[config.mk]
export PLATFORM = sky130hd
export DESIGN_NAME = irq_controller_flat
export DESIGN_NICKNAME = d
export VERILOG_FILES = /design/src/rtl/irq_controller_if.sv /design/src/rtl/irq_controller.sv /design/src/flat_wrapper.sv
export SDC_FILE = /design/constraint.sdc
export NUM_CORES = 1
export LEC_CHECK = 0
export CAP_MARGIN = 20
export CORE_MARGIN = 3
export CORE_UTILIZATION = 51
export DETAILED_ROUTE_END_ITERATION = 8
export GPL_TIMING_DRIVEN = 1
export PLACE_DENSITY = 0.8
export RECOVER_POWER = 25
export REMOVE_ABC_BUFFERS = 1
export SLEW_MARGIN = 20
export SYNTH_ARGS = -nofsm -noshare
export SYNTH_HDL_FRONTEND = slang
export SYNTH_SLANG_ARGS = --single-unit
[constraint.sdc]
create_clock -name clk -period 2.47 [get_ports clk]
set_input_delay 0.3705 -clock clk [delete_from_list [all_inputs] [get_ports clk]]
set_output_delay 0.3705 -clock clk [all_outputs]
set_load 0.02 [all_outputs]
[src/rtl/irq_controller_if.sv]
// AXI-lite register window bundle used between the peripheral crossbar and irq_controller.
// 32-bit address and data; master drives requests, slave drives responses.
interface irq_controller_if;
  logic [31:0] awaddr;
  logic        awvalid;
  logic        awready;
  logic [31:0] wdata;
  logic [3:0]  wstrb;
  logic        wvalid;
  logic        wready;
  logic [1:0]  bresp;
  logic        bvalid;
  logic        bready;
  logic [31:0] araddr;
  logic        arvalid;
  logic        arready;
  logic [31:0] rdata;
  logic [1:0]  rresp;
  logic        rvalid;
  logic        rready;

  modport master (
    output awaddr, awvalid, wdata, wstrb, wvalid, bready, araddr, arvalid, rready,
    input  awready, wready, bresp, bvalid, arready, rdata, rresp, rvalid
  );

  modport slave (
    input  awaddr, awvalid, wdata, wstrb, wvalid, bready, araddr, arvalid, rready,
    output awready, wready, bresp, bvalid, arready, rdata, rresp, rvalid
  );
endinterface

[src/rtl/irq_controller.sv]
// Interrupt controller: latches edge/level sources, masks them and presents one one-hot request
// to the core until eoi. Define IRQ_SYNC_EN to add a 2-flop synchronizer on every src line.
module irq_controller #(
  parameter int          N_SRC      = 32,
  parameter logic [31:0] RESET_EDGE = 32'h0
) (
  input  logic             clk,
  input  logic             resetn,
  irq_controller_if.slave  s_axi,
  input  logic [N_SRC-1:0] src,
  output logic [31:0]      irq,
  input  logic             eoi
);

  localparam logic [31:0] SRC_MASK = 32'((64'd1 << N_SRC) - 64'd1);
  localparam logic [1:0]  RESP_OKAY   = 2'b00;
  localparam logic [1:0]  RESP_SLVERR = 2'b10;

  typedef enum logic {IDLE, SERVICE} state_e;

  state_e      state_q, state_d;
  logic [31:0] pending_q, pending_d;
  logic [31:0] enable_q, enable_d;
  logic [31:0] edge_q, edge_d;
  logic [31:0] srcPrev_q;
  logic [31:0] irq_q, irq_d;
  logic [4:0]  id_q, id_d;
  logic        bvalid_q, bvalid_d;
  logic [1:0]  bresp_q, bresp_d;
  logic        rvalid_q, rvalid_d;
  logic [31:0] rdata_q, rdata_d;
  logic [1:0]  rresp_q, rresp_d;

  logic [31:0] srcExt, srcS, rise, swSet, w1c, eoiClr, cand, rdValue;
  logic [4:0]  lowIdx;
  logic        wrEn, rdEn;
  logic [11:0] wrOff, rdOff;
  logic        unusedBits;

  always_comb begin
    srcExt = '0;
    srcExt[N_SRC-1:0] = src;
  end

`ifdef IRQ_SYNC_EN
  logic [31:0] sync1_q, sync2_q;

  always_ff @(posedge clk or negedge resetn) begin
    if (!resetn) begin
      sync1_q <= '0;
      sync2_q <= '0;
    end else begin
      sync1_q <= srcExt;
      sync2_q <= sync1_q;
    end
  end

  assign srcS = sync2_q;
`else
  assign srcS = srcExt;
`endif

  function automatic logic isMapped(input logic [11:0] off);
    return (off == 12'h000) || (off == 12'h004) || (off == 12'h008) ||
           (off == 12'h00C) || (off == 12'h010);
  endfunction

  // A write is taken only with both address and data present and no response outstanding.
  assign wrOff          = s_axi.awaddr[11:0];
  assign rdOff          = s_axi.araddr[11:0];
  assign wrEn           = s_axi.awvalid & s_axi.wvalid & ~bvalid_q;
  assign rdEn           = s_axi.arvalid & ~rvalid_q;
  assign s_axi.awready  = wrEn;
  assign s_axi.wready   = wrEn;
  assign s_axi.arready  = rdEn;
  assign s_axi.bvalid   = bvalid_q;
  assign s_axi.bresp    = bresp_q;
  assign s_axi.rvalid   = rvalid_q;
  assign s_axi.rdata    = rdata_q;
  assign s_axi.rresp    = rresp_q;
  assign irq            = irq_q;
  assign unusedBits     = ^{s_axi.wstrb, s_axi.awaddr[31:12], s_axi.araddr[31:12]};

  always_comb begin
    rdValue = '0;
    case (rdOff)
      12'h000: rdValue = pending_q;
      12'h004: rdValue = enable_q;
      12'h008: rdValue = edge_q;
      12'h00C: rdValue = {(state_q == SERVICE), 26'b0, id_q};
      default: rdValue = '0;
    endcase
  end

  always_comb begin
    bvalid_d = bvalid_q;
    bresp_d  = bresp_q;
    rvalid_d = rvalid_q;
    rdata_d  = rdata_q;
    rresp_d  = rresp_q;
    if (wrEn) begin
      bvalid_d = 1'b1;
      bresp_d  = isMapped(wrOff) ? RESP_OKAY : RESP_SLVERR;
    end else if (s_axi.bready) begin
      bvalid_d = 1'b0;
    end
    if (rdEn) begin
      rvalid_d = 1'b1;
      rdata_d  = rdValue;
      rresp_d  = isMapped(rdOff) ? RESP_OKAY : RESP_SLVERR;
    end else if (s_axi.rready) begin
      rvalid_d = 1'b0;
    end
  end

  // Sets (edge, SWSET) are OR-ed in after clears so a coincident set always wins.
  always_comb begin
    rise     = srcS & ~srcPrev_q;
    swSet    = (wrEn && wrOff == 12'h010) ? (s_axi.wdata & edge_q) : '0;
    w1c      = (wrEn && wrOff == 12'h000) ? (s_axi.wdata & edge_q) : '0;
    eoiClr   = (state_q == SERVICE && eoi) ? (32'd1 << id_q) : '0;
    pending_d = (edge_q & ((pending_q & ~(w1c | eoiClr)) | rise | swSet)) | (~edge_q & srcS);
    enable_d = (wrEn && wrOff == 12'h004) ? (s_axi.wdata & SRC_MASK) : enable_q;
    edge_d   = (wrEn && wrOff == 12'h008) ? (s_axi.wdata & SRC_MASK) : edge_q;
  end

  always_comb begin
    state_d = state_q;
    irq_d   = irq_q;
    id_d    = id_q;
    cand    = pending_q & enable_q;
    lowIdx  = '0;
    for (int i = 31; i >= 0; i--) begin
      if (cand[i]) lowIdx = 5'(i);
    end
    case (state_q)
      IDLE: begin
        if (cand != '0) begin
          state_d = SERVICE;
          id_d    = lowIdx;
          irq_d   = 32'd1 << lowIdx;
        end
      end
      SERVICE: begin
        if (eoi) begin
          state_d = IDLE;
          id_d    = '0;
          irq_d   = '0;
        end
      end
      default: state_d = IDLE;
    endcase
  end

  always_ff @(posedge clk or negedge resetn) begin
    if (!resetn) begin
      state_q   <= IDLE;
      pending_q <= '0;
      enable_q  <= '0;
      edge_q    <= RESET_EDGE & SRC_MASK;
      srcPrev_q <= '0;
      irq_q     <= '0;
      id_q      <= '0;
      bvalid_q  <= 1'b0;
      bresp_q   <= RESP_OKAY;
      rvalid_q  <= 1'b0;
      rdata_q   <= '0;
      rresp_q   <= RESP_OKAY;
    end else begin
      state_q   <= state_d;
      pending_q <= pending_d;
      enable_q  <= enable_d;
      edge_q    <= edge_d;
      srcPrev_q <= srcS;
      irq_q     <= irq_d;
      id_q      <= id_d;
      bvalid_q  <= bvalid_d;
      bresp_q   <= bresp_d;
      rvalid_q  <= rvalid_d;
      rdata_q   <= rdata_d;
      rresp_q   <= rresp_d;
    end
  end

endmodule

[src/flat_wrapper.sv]
// flat-port wrapper written by rule: the top's interface ports become plain ports
module irq_controller_flat 
#(
  parameter int          N_SRC      = 32,
  parameter logic [31:0] RESET_EDGE = 32'h0
)
  (clk, resetn, src, irq, eoi, s_axi_awaddr, s_axi_awvalid, s_axi_wdata, s_axi_wstrb, s_axi_wvalid, s_axi_bready, s_axi_araddr, s_axi_arvalid, s_axi_rready, s_axi_awready, s_axi_wready, s_axi_bresp, s_axi_bvalid, s_axi_arready, s_axi_rdata, s_axi_rresp, s_axi_rvalid);
  irq_controller_if s_axi_i ();
  input  logic clk;
  input  logic resetn;
  input  logic [N_SRC-1:0] src;
  output logic [31:0] irq;
  input  logic eoi;
  input wire logic [$bits(s_axi_i.awaddr)-1:0] s_axi_awaddr;
  input wire logic [$bits(s_axi_i.awvalid)-1:0] s_axi_awvalid;
  input wire logic [$bits(s_axi_i.wdata)-1:0] s_axi_wdata;
  input wire logic [$bits(s_axi_i.wstrb)-1:0] s_axi_wstrb;
  input wire logic [$bits(s_axi_i.wvalid)-1:0] s_axi_wvalid;
  input wire logic [$bits(s_axi_i.bready)-1:0] s_axi_bready;
  input wire logic [$bits(s_axi_i.araddr)-1:0] s_axi_araddr;
  input wire logic [$bits(s_axi_i.arvalid)-1:0] s_axi_arvalid;
  input wire logic [$bits(s_axi_i.rready)-1:0] s_axi_rready;
  output wire logic [$bits(s_axi_i.awready)-1:0] s_axi_awready;
  output wire logic [$bits(s_axi_i.wready)-1:0] s_axi_wready;
  output wire logic [$bits(s_axi_i.bresp)-1:0] s_axi_bresp;
  output wire logic [$bits(s_axi_i.bvalid)-1:0] s_axi_bvalid;
  output wire logic [$bits(s_axi_i.arready)-1:0] s_axi_arready;
  output wire logic [$bits(s_axi_i.rdata)-1:0] s_axi_rdata;
  output wire logic [$bits(s_axi_i.rresp)-1:0] s_axi_rresp;
  output wire logic [$bits(s_axi_i.rvalid)-1:0] s_axi_rvalid;
  assign s_axi_i.awaddr = s_axi_awaddr;
  assign s_axi_i.awvalid = s_axi_awvalid;
  assign s_axi_i.wdata = s_axi_wdata;
  assign s_axi_i.wstrb = s_axi_wstrb;
  assign s_axi_i.wvalid = s_axi_wvalid;
  assign s_axi_i.bready = s_axi_bready;
  assign s_axi_i.araddr = s_axi_araddr;
  assign s_axi_i.arvalid = s_axi_arvalid;
  assign s_axi_i.rready = s_axi_rready;
  assign s_axi_awready = s_axi_i.awready;
  assign s_axi_wready = s_axi_i.wready;
  assign s_axi_bresp = s_axi_i.bresp;
  assign s_axi_bvalid = s_axi_i.bvalid;
  assign s_axi_arready = s_axi_i.arready;
  assign s_axi_rdata = s_axi_i.rdata;
  assign s_axi_rresp = s_axi_i.rresp;
  assign s_axi_rvalid = s_axi_i.rvalid;
  irq_controller #(.N_SRC(N_SRC), .RESET_EDGE(RESET_EDGE)) u_core (.clk(clk), .resetn(resetn), .s_axi(s_axi_i), .src(src), .irq(irq), .eoi(eoi));
endmodule
Yosys cells after proc, flatten, opt, wreduce, memory -nomap -nowiden

Index checks and enable logic that the tools add are counted.

Register bits after elaboration: 204
Input port bits: 140
Output and inout port bits: 73
Logic and storage cells: 113

Equal/unequal tests: 10
Shift operators: 2
Mux-type cells: 51
Bitwise gates (word level): 19
Reduce and logical (&&, ||, !) cells: 19

Operator list:

| operator                                              | number |
|---|---|
| AND 32 bit                                            | 6 |
| two-way mux 5 bit                                     | 34 |
| two-way mux 32 bit                                    | 5 |
| bitwise OR 32 bit                                     | 4 |
| case mux 32 bit (4 select lines)                      | 1 |
| NOT 32 bit                                            | 3 |
| case mux 32 bit (2 select lines)                      | 1 |
| << shifter 1 x 5 -> 32 bit (first input constant)     | 2 |
| equality test 12 x 4 -> 1 bit (second input constant) | 4 |
| nonzero test 32 bit                                   | 1 |
| equality test 12 x 3 -> 1 bit (second input constant) | 2 |
| equality test 12 x 5 -> 1 bit (second input constant) | 2 |
| logical NOT 12 bit                                    | 2 |
| case mux 5 bit (2 select lines)                       | 1 |
| logical OR 1 bit                                      | 8 |
| two-way mux 1 bit                                     | 6 |
| logical AND 1 bit                                     | 5 |
| two-way mux 2 bit                                     | 2 |
| nonzero test 2 bit                                    | 2 |
| AND 1 bit                                             | 3 |
| NOT 1 bit                                             | 3 |
| != test 2 x 1 -> 1 bit (second input constant)        | 1 |
| != test 2 bit (second input constant)                 | 1 |
| case mux 1 bit (2 select lines)                       | 1 |
| AND reduction 2 bit                                   | 1 |

Depth between registers and ports, before layout

Gate-level depths: netlist of run 1.

Depth in word-level cells: 36
Gate-level depth with buffers: 8
Gate-level depth less buffers: 7

Least setup slack after synthesis of run 1

Ideal clock, no wire load.

Path type: input port to flip-flop
Start point: in s_axi_awaddr[7]
End point: reg u_core.enable_q[21]
Library setup time: 0.125 ns
Arrival: 1.963 ns
Required time: 2.345 ns
Setup slack: 0.382 ns
Stages: 7
Path buffers: 2
Cell sequence: nor4_1 > nand3_1 > or2_1 > buf_6 > nor4b_4 > buf_6 > mux2_4

Word-level cells in the longest chain between the ends: 2

RTL lines:

| item                          | RTL line              | source |
|---|---|---|
| start: declaration            | flat_wrapper.sv:14    | `input wire logic [$bits(s_axi_i.awaddr)-1:0] s_axi_awaddr;` |
| equality test 12 x 3 -> 1 bit | irq_controller.sv:123 | `enable_d = (wrEn && wrOff == 12'h004) ? (s_axi.wdata & SRC_MASK) : enable_q;` |
| logical AND 1 bit             | irq_controller.sv:123 |  |
| end signal: assignment        | irq_controller.sv:172 | `enable_q <= enable_d;` |
| end: declaration              | irq_controller.sv:23  | `logic [31:0] enable_q, enable_d;` |

No other way between the ends.
A chain may end at the register's enable or synchronous reset.

Worst setup path in the final report of run 1

Start point: reg u_core.pending_q[23]
End point: reg u_core.irq_q[21] (netlist: u_core.irq[21])

Word-level cells in the longest chain between the ends: 28
Elaborated cells on any way between the ends: 31
Those cells by class: eq/ne (1); shift (1); mux (26); bitwise (1); reduce/logical (2)

RTL lines:

| item                             | RTL line              | source |
|---|---|---|
| start: declaration               | irq_controller.sv:22  | `logic [31:0] pending_q, pending_d;` |
| start signal: assignment         | irq_controller.sv:171 | `pending_q <= pending_d;` |
| AND 32 bit (*)                   | irq_controller.sv:131 | `cand = pending_q & enable_q;` |
| two-way mux 5 bit (24 in series) | irq_controller.sv:134 | `if (cand[i]) lowIdx = 5'(i);` |
| << shifter 1 x 5 -> 32 bit       | irq_controller.sv:141 | `irq_d = 32'd1 << lowIdx;` |
| two-way mux 32 bit               | irq_controller.sv:138 | `if (cand != '0) begin` |
| case mux 32 bit (2 select lines) | irq_controller.sv:136 | `case (state_q)` |
| end signal: assignment           | irq_controller.sv:175 | `irq_q <= irq_d;` |
| end: declaration                 | irq_controller.sv:26  | `logic [31:0] irq_q, irq_d;` |

Mark *: on every way between the ends. The rest lies on a longest branch, timed or not. The select of a mux whose other input is x is not followed.

==> out/qor.csv, run 1 <==
stage;metric;value;unit
run_status;status;complete, but fails checks;
run_status;failing checks;max-capacitance violations, max-slew violations;
clocking;clk sink count;202;
floorplan;Chip Height;141;µm
routing;antenna viol nets, final;0;
logic_synthesis;Synth cell types;53;
timing;final setup vio count;0;
worst_setup_path;WP data required;2.83;ns
worst_setup_path;CP max stage delay;0.42;ns
cells_and_area;# fillers;1271;
pwr;Leak Pwr;5.40;nW
logic_synthesis;largest family of logic cells by synthesized area;compound AO/OA/AOI/OAI gates;
cells_and_area;layout cells sized above 1;0.139;
worst_setup_path;CP cell instances;a22oi_1, nand3_1, a311oi_1, o21ai_1, and2_1, buf_4, nand2_1, o21ai_0;
worst_setup_path;Critical Path End Type;register;
logic_synthesis;top cells by area, synth;dfrtp_1, nand2_1, a22o_1;
routing;top sig layer;met4;
grt;Overall Global Routing Usage;0.257;
clocking;CTS tree;yes;
routing;DR WL met3;2.03;mm
placement;Cell Area, Placed;0.0114;mm²
timing;final worst slack;0.166;ns
routing;routed vias;7654;
clocking;CTS root buffer;clkbuf_16;
floorplan;Rows;48;
worst_setup_path;CP max-delay cell;dfrtp_1;
timing;Final Hold Fails;0;
placement;dpl hpwl;17.5;mm
routing;First-pass DRT Iterations;5;
routing;met1 wire length;11.0;mm
cells_and_area;NumNets Final;1137;
timing;Final Slew Violations;74;
logic_synthesis;count of state elements after synthesis;202;
logic_synthesis;Simple-Gate Fraction of Synth Area;0.118;
floorplan;Initial Util;0.529;
floorplan;Core ar.;0.0176;mm²
placement;RePlAce Congestion;0.852;
timing;Tmin final;2.30;ns
floorplan;die width;141;µm
worst_setup_path;worst setup path start;u_core.pending_q[23];
logic_synthesis;EDFF count, synth;0;
logic_synthesis;yosys warns;0;
routing;Iter 0 DRT Violations;502;
logic_synthesis;multiplexer area fraction after synthesis;0.124;
floorplan;Die Area;0.0199;mm²
cells_and_area;Final Util;0.692;
grt;initial antenna violation count;3;
logic_synthesis;Post-Synth XOR/XNOR Area;0;
placement;Port Buffers;166;
run;max-cap violations;1;
timing;RSZ-0062 raised after global routing;no;
routing;DRC;0;
routing;Routed wire per std cell;20.8;µm
logic_synthesis;sequential element share of the synthesized area;0.543;
logic_synthesis;Yosys top cell area share;0.543;
cells_and_area;cell area after layout;0.0122;mm²
timing;Slew headroom;-0.204;
clocking;CTS buffer count;21;
logic_synthesis;Post-synth ARST share;1.00;
routing;Detail Route met2 WL;12.0;mm
logic_synthesis;post-synthesis adder-cell area fraction;0;
clocking;clk_lat worst skew;0.50;ns
min_path;min-delay worst type;in2reg;
clocking;H-tree depth;1;
clocking;clock buffer depth;3;
routing;vias per cell;6.18;
logic_synthesis;post-synthesis compound-gate area fraction;0.187;
logic_synthesis;synthesized cell area;0.00931;mm²
logic_synthesis;Post-Synthesis Cells;807;
routing;routed wire length;25.8;mm
worst_setup_path;reg2reg start;u_core.pending_q[23];
logic_synthesis;Post-Syn Area per Cell;11.5;µm²
logic_synthesis;Synth area leader;dfrtp_1;
timing;fmax;434;MHz
pwr;Power Density;673;mW/mm²
timing;Min Hold Slack;0.426;ns
timing;actual slew at the worst max-slew pin;1.81;ns
timing;Fin Setup TNS;0;ns
min_path;Hold Startpoint;s_axi_bready;
grt;largest net degree at the start of global routing;75;
worst_setup_path;crit-path max FO;5;
grt;vias in the first global route;7680;
clocking;clk slew on worst S/H paths;0.06;ns
placement;pre-CTS WS;-0.188;ns
pwr;VDD IR max;0.656;mV
cells_and_area;Syn-to-layout area delta;30.9;%
logic_synthesis;prevailing post-synth register cell;dfrtp_1;
worst_setup_path;WP data arrival;2.66;ns
worst_setup_path;crit start category;register;
timing;clk_skew;0.0144;ns
grt;grt ovf;0;
worst_setup_path;CP Class;reg2reg;
grt;first-pass GRT wire length;41.2;mm
floorplan;I/O pins;213;
timing;period utilisation layout;0.933;
[synthesized netlist by cell type, types with 2 or more instances]
| master | n |
|---|---|
| dfrtp_1 | 202 |
| nand2_1 | 174 |
| a22o_1 | 54 |
| o21ai_0 | 48 |
| mux2_2 | 35 |
| a32oi_1 | 33 |
| a221o_1 | 30 |
| mux2i_1 | 26 |
| mux2_1 | 19 |
| nor2_1 | 19 |
| clkbuf_1 | 17 |
| a22oi_1 | 12 |
| and2_1 | 10 |
| mux2_4 | 10 |
| a32o_1 | 9 |
| buf_2 | 8 |
| nand3_1 | 8 |
| nor2b_1 | 8 |
| nor3_1 | 8 |
| buf_6 | 7 |
| mux4_2 | 6 |
| buf_4 | 5 |
| inv_1 | 5 |
| a211oi_1 | 3 |
| a21oi_1 | 3 |
| a221oi_1 | 3 |
| buf_1 | 3 |
| nand3b_1 | 3 |
| nor4_1 | 3 |
| nor4b_4 | 3 |
| o211ai_1 | 3 |
| a21boi_0 | 2 |
| a311o_1 | 2 |
| nand4_1 | 2 |
| nor3b_1 | 2 |
| o21a_1 | 2 |
| o21ai_1 | 2 |
| o31ai_1 | 2 |
| or2_2 | 2 |
[layer usage]
metal | vias up | track usage
met2 | 366 | 0.412
met1 | 3794 | 0.358
met4 | 0 | 0.0811
li1 | 3431 | -
met5 | - | 0
met3 | 63 | 0.0472
[critical path: cells and delay by family (launching register included)]
| family | cells | cell delay [ns] |
|---|---|---|
| AOI/OAI and AO/OA | 4 | 1.01 |
| buffers and inverters | 1 | 0.14 |
| DFF | 1 | 0.42 |
| and+or+nand+nor | 3 | 0.58 |
[stage by stage]
stage	cells	power (mW)
floorplan	768	4.12
global placement	1198	4.82
detailed placement	1198	4.86
CTS	1235	8.24
global route	1236	8.46
finish	1239	8.19
[cells in the final DEF, fill, tap and decap left out, types with 3 or more instances in the layout]
master           instances
mux2_2                  35
a32oi_1                 33
a221o_1                 30
dfrtp_1                202
clkdlybuf4s50_1        132
bufinv_16                4
mux2i_1                 26
a32o_1                   9
clkbuf_8                 4
diode_2                  4
o21ai_0                 48
inv_1                    5
clkinv_2                 5
mux4_2                   6
clkbuf_2                 3
a22o_1                  54
nand2_1                174
mux2_4                  10
nor2_1                  18
a21oi_1                  3
buf_12                   8
dlygate4sd3_1           33
nor4b_4                  3
mux2_1                  19
a211oi_1                 3
a22oi_1                 10
nor3_1                   8
clkbuf_1                 3
o211ai_1                 3
clkbuf_16               21
nand3b_1                 3
nor2b_1                  8
buf_4                   27
and2_1                  10
nand3_1                  8
[path summary, 6_finish.rpt]
kind | depth (start not counted) | slack (ns) | to
worst max-delay path | 8 | 0.17 | u_core.irq[21]
worst min-delay path | 2 | 0.43 | u_core.s_axi.bvalid
worst max register to register | 8 | 0.17 | u_core.irq[21]
worst min register to register | 2 | 0.48 | u_core.irq[15]
max in group asynchronous | 3 | 0.38 | u_core.enable_q[29]
min in group asynchronous | 2 | 0.93 | u_core.s_axi.rvalid
[sequential cells by signal, indices dropped and copies added, names as in the netlist, 5 cells and up]
| name | flops |
|---|---|
| u_core.edge_q | 32 |
| u_core.enable_q | 32 |
| u_core.id_q | 5 |
| u_core.irq | 32 |
| u_core.pending_q | 32 |
| u_core.s_axi.rdata | 32 |
| u_core.srcPrev_q | 32 |
[area by class of cell]
cell class,count,area (µm²),area share
timing repair buffer,206,2040,0.168
inverter,5,18.8,0.00154
antenna,4,10.0,0.000822
sequential,202,5050,0.415
tap,225,282,0.0231
multi-input combinational,561,4040,0.332
clock inverter,9,145,0.0119
clock buffer,27,588,0.0483
[power breakdown]
group          internal (mW)  total (mW)  switching (mW)
sequential              3.52        3.70           0.178
clock                   2.09        3.39            1.30
combinational          0.514        1.10           0.588
[what timing repair did]
action                                  CTS  global route
buffers inserted                          0             0
hold endpoints to repair                 67             0
hold buffers                              1             0
endpoints found under the setup margin    0            10
resized for setup                         0             4
[logic make-up after synthesis]
logic type / Yosys count
and+or+nand+nor: 245
AOI/OAI and AO/OA: 218
DFF: 202
muxes: 96
buffers and inverters: 45
other: 1
No activity file was read; power rests on OpenSTA's default activity.
==> run 2: changes to the inputs <==
CORE_UTILIZATION = 46   (was 51)
PLACE_DENSITY = 0.76   (was 0.8)
SLEW_MARGIN = 40   (was 20)
clock period = 1.9 ns   (was 2.47 ns; I/O delays follow)
==> run 2 against run 1 <==
Against the previous run: the run ends with negative setup slack left; sequential power up 30%; worst hold slack got worse by 0.095 ns; first-iteration DRC count is 65% higher; flip-flop and latch count stayed put; critical path type unchanged; critical endpoint is now u_core.irq[5]; highest routed layer unchanged.
==> out/qor.csv, run 2 (synthesis results as in run 1) <==
stage;metric;value;unit
run_status;status;complete, but fails checks;
run_status;failing checks;negative setup slack;
worst_setup_path;CP Class;reg2reg;
grt;grt ovf;0;
placement;RePlAce Congestion;0.883;
min_path;min-delay worst type;in2reg;
grt;Overall Global Routing Usage;0.271;
timing;Final Slew Violations;0;
timing;Tmin final;2.17;ns
timing;period utilisation layout;1.14;
grt;met3 Track Usage GR;0.0497;
pwr;VDD IR max;0.545;mV
timing;Final Hold Fails;0;
clocking;clk_lat worst skew;0.52;ns
floorplan;Rows;51;
floorplan;die width;148;µm
pwr;Leak Pwr;6.23;nW
timing;fmax;461;MHz
worst_setup_path;WP data required;2.30;ns
floorplan;Die Area;0.0220;mm²
placement;Port Buffers;166;
timing;Min Hold Slack;0.331;ns
worst_setup_path;WP data arrival;2.57;ns
cells_and_area;commonest non-fill, non-tap cells in the layout;dfrtp_1, nand2_1, clkdlybuf4s50_1;
worst_setup_path;Critical Path End Type;register;
floorplan;I/O pins;213;
placement;Cell Area, Placed;0.0122;mm²
cells_and_area;commonest non-fill, non-tap cell in the layout;dfrtp_1;
worst_setup_path;r2r setup slk;-0.27;ns
grt;met2 GRT Util;0.449;
routing;Routed wire per std cell;22.5;µm
cells_and_area;Diodes inserted;0;
min_path;Hold Startpoint;s_axi_rready;
routing;First-pass DRT Iterations;5;
worst_setup_path;crit start category;register;
clocking;clk slew on worst S/H paths;0.07;ns
routing;antenna viol nets, final;0;
timing;RSZ-0062 raised after global routing;yes;
worst_setup_path;reg2reg start;u_core.enable_q[23];
placement;dpl hpwl;18.8;mm
pwr;Power Density;785;mW/mm²
clocking;H-tree depth;1;
floorplan;Chip Height;148;µm
timing;Slew headroom;0.0488;
clocking;clk sink count;202;
timing;actual slew at the worst max-slew pin;1.43;ns
floorplan;Initial Util;0.473;
worst_setup_path;worst setup path start;u_core.enable_q[23];
routing;DRC;0;
grt;Global Route met1 Usage;0.359;
cells_and_area;Syn-to-layout area delta;50.0;%
routing;Iter 0 DRT Violations;827;
floorplan;Core ar.;0.0197;mm²
cells_and_area;layout cells sized above 1;0.290;
routing;routed wire length;31.6;mm
routing;routed vias;8533;
grt;initial antenna violation count;0;
clocking;CTS tree;yes;
clocking;clock buffer depth;3;
cells_and_area;NumNets Final;1265;
cells_and_area;Final Util;0.710;
routing;vias per cell;6.07;
cells_and_area;cell area after layout;0.0140;mm²
grt;vias in the first global route;8745;
run;max-cap violations;0;
clocking;CTS buffer count;21;
grt;largest net degree at the start of global routing;50;
cells_and_area;# fillers;1324;
timing;final setup vio count;105;
timing;clk_skew;0.0176;ns
grt;first-pass GRT wire length;47.8;mm
timing;final worst slack;-0.267;ns
clocking;CTS root buffer;clkbuf_16;
grt;GR peak layer;met2;
worst_setup_path;crit-path max FO;6;
==> run 2: cell types whose count changed in the layout (fill, tap and decap cells not counted), sizes merged <==
cell	previous run	this run
diode	4	0
dlygate4sd2	0	4
inv	5	6
clkinvlp	0	1
clkdlybuf4s15	0	2
clkbuf	31	35
buf	37	161
clkdlybuf4s50	132	126
clkinv	5	6
bufinv	4	3
==> run 2: worst max-delay path: stages (launching register included) <==
cell and delay, ns:
dfrtp_1 0.42, a22oi_2 0.27, buf_4 0.16, buf_4 0.10
o211ai_1 0.15, a211oi_2 0.27, buf_4 0.18, o21ai_4 0.10
and2_4 0.18, a32o_1 0.22
==> run 2: through the flow <==
stage / worst slack, ns / TNS [ns] / cells / total power, mW
5_1_grt: -0.331 / -20.56 / 1405 / 11.3
4_1_cts: -0.129 / -3.14 / 1394 / 10.9
3_5_place_dp: -0.643 / -63.47 / 1332 / 6.40
6_report: -0.267 / -10.18 / 1405 / 11.0
3_3_place_gp: -0.641 / -62.04 / 1332 / 6.36
2_1_floorplan: -1.21 / -117.43 / 768 / 5.36
==> run 2: layout make-up <==
class                           instances  area, µm²  share of cell area
Clock inverter                         11        140              0.0100
Timing Repair Buffer                  334       3350               0.240
Clock buffer                           27        608              0.0436
Sequential cell                       202       5050               0.362
Tap cell                              265        332              0.0237
Inverter                                5       18.8             0.00134
Multi-Input combinational cell        561       4460               0.319
==> run 2: repair_timing <==
item | CTS | global route
hold buffers | 1 | 0
cloned | 7 | 5
buffers inserted | 18 | 9
setup endpoints to repair | 108 | 136
endpoints found under the hold margin | 43 | 0
pin swaps | 23 | 33
resized for setup | 112 | 48
==> run 2: where the power goes <==
part | internal, mW | switching, mW | leakage, nW | total [mW]
Sequential | 4.57 | 0.231 | 2.63 | 4.80
Combinational | 0.813 | 0.881 | 3.23 | 1.69
Clock | 2.67 | 1.79 | 0.373 | 4.46
==> run 2: worst paths after layout <==
path | endpoint | cells after the start
worst min-delay path | u_core.s_axi.rvalid | 2
min in group asynchronous | u_core.pending_q[31] | 2
max in group asynchronous | u_core.srcPrev_q[29] | 3
worst max-delay path | u_core.irq[5] | 9
worst min register to register | u_core.s_axi.bresp[1] | 2
worst max register to register | u_core.irq[5] | 9
==> run 2: layer usage <==
| metal | part of all wire | up-vias | routed length (µm) |
|---|---|---|---|
| li1 | - | 3678 | - |
| met4 | 0.039 | 0 | 1230 |
| met3 | 0.086 | 97 | 2720 |
| met5 | 0 | - | 0 |
| met1 | 0.39 | 4276 | 12400 |
| met2 | 0.48 | 482 | 15200 |
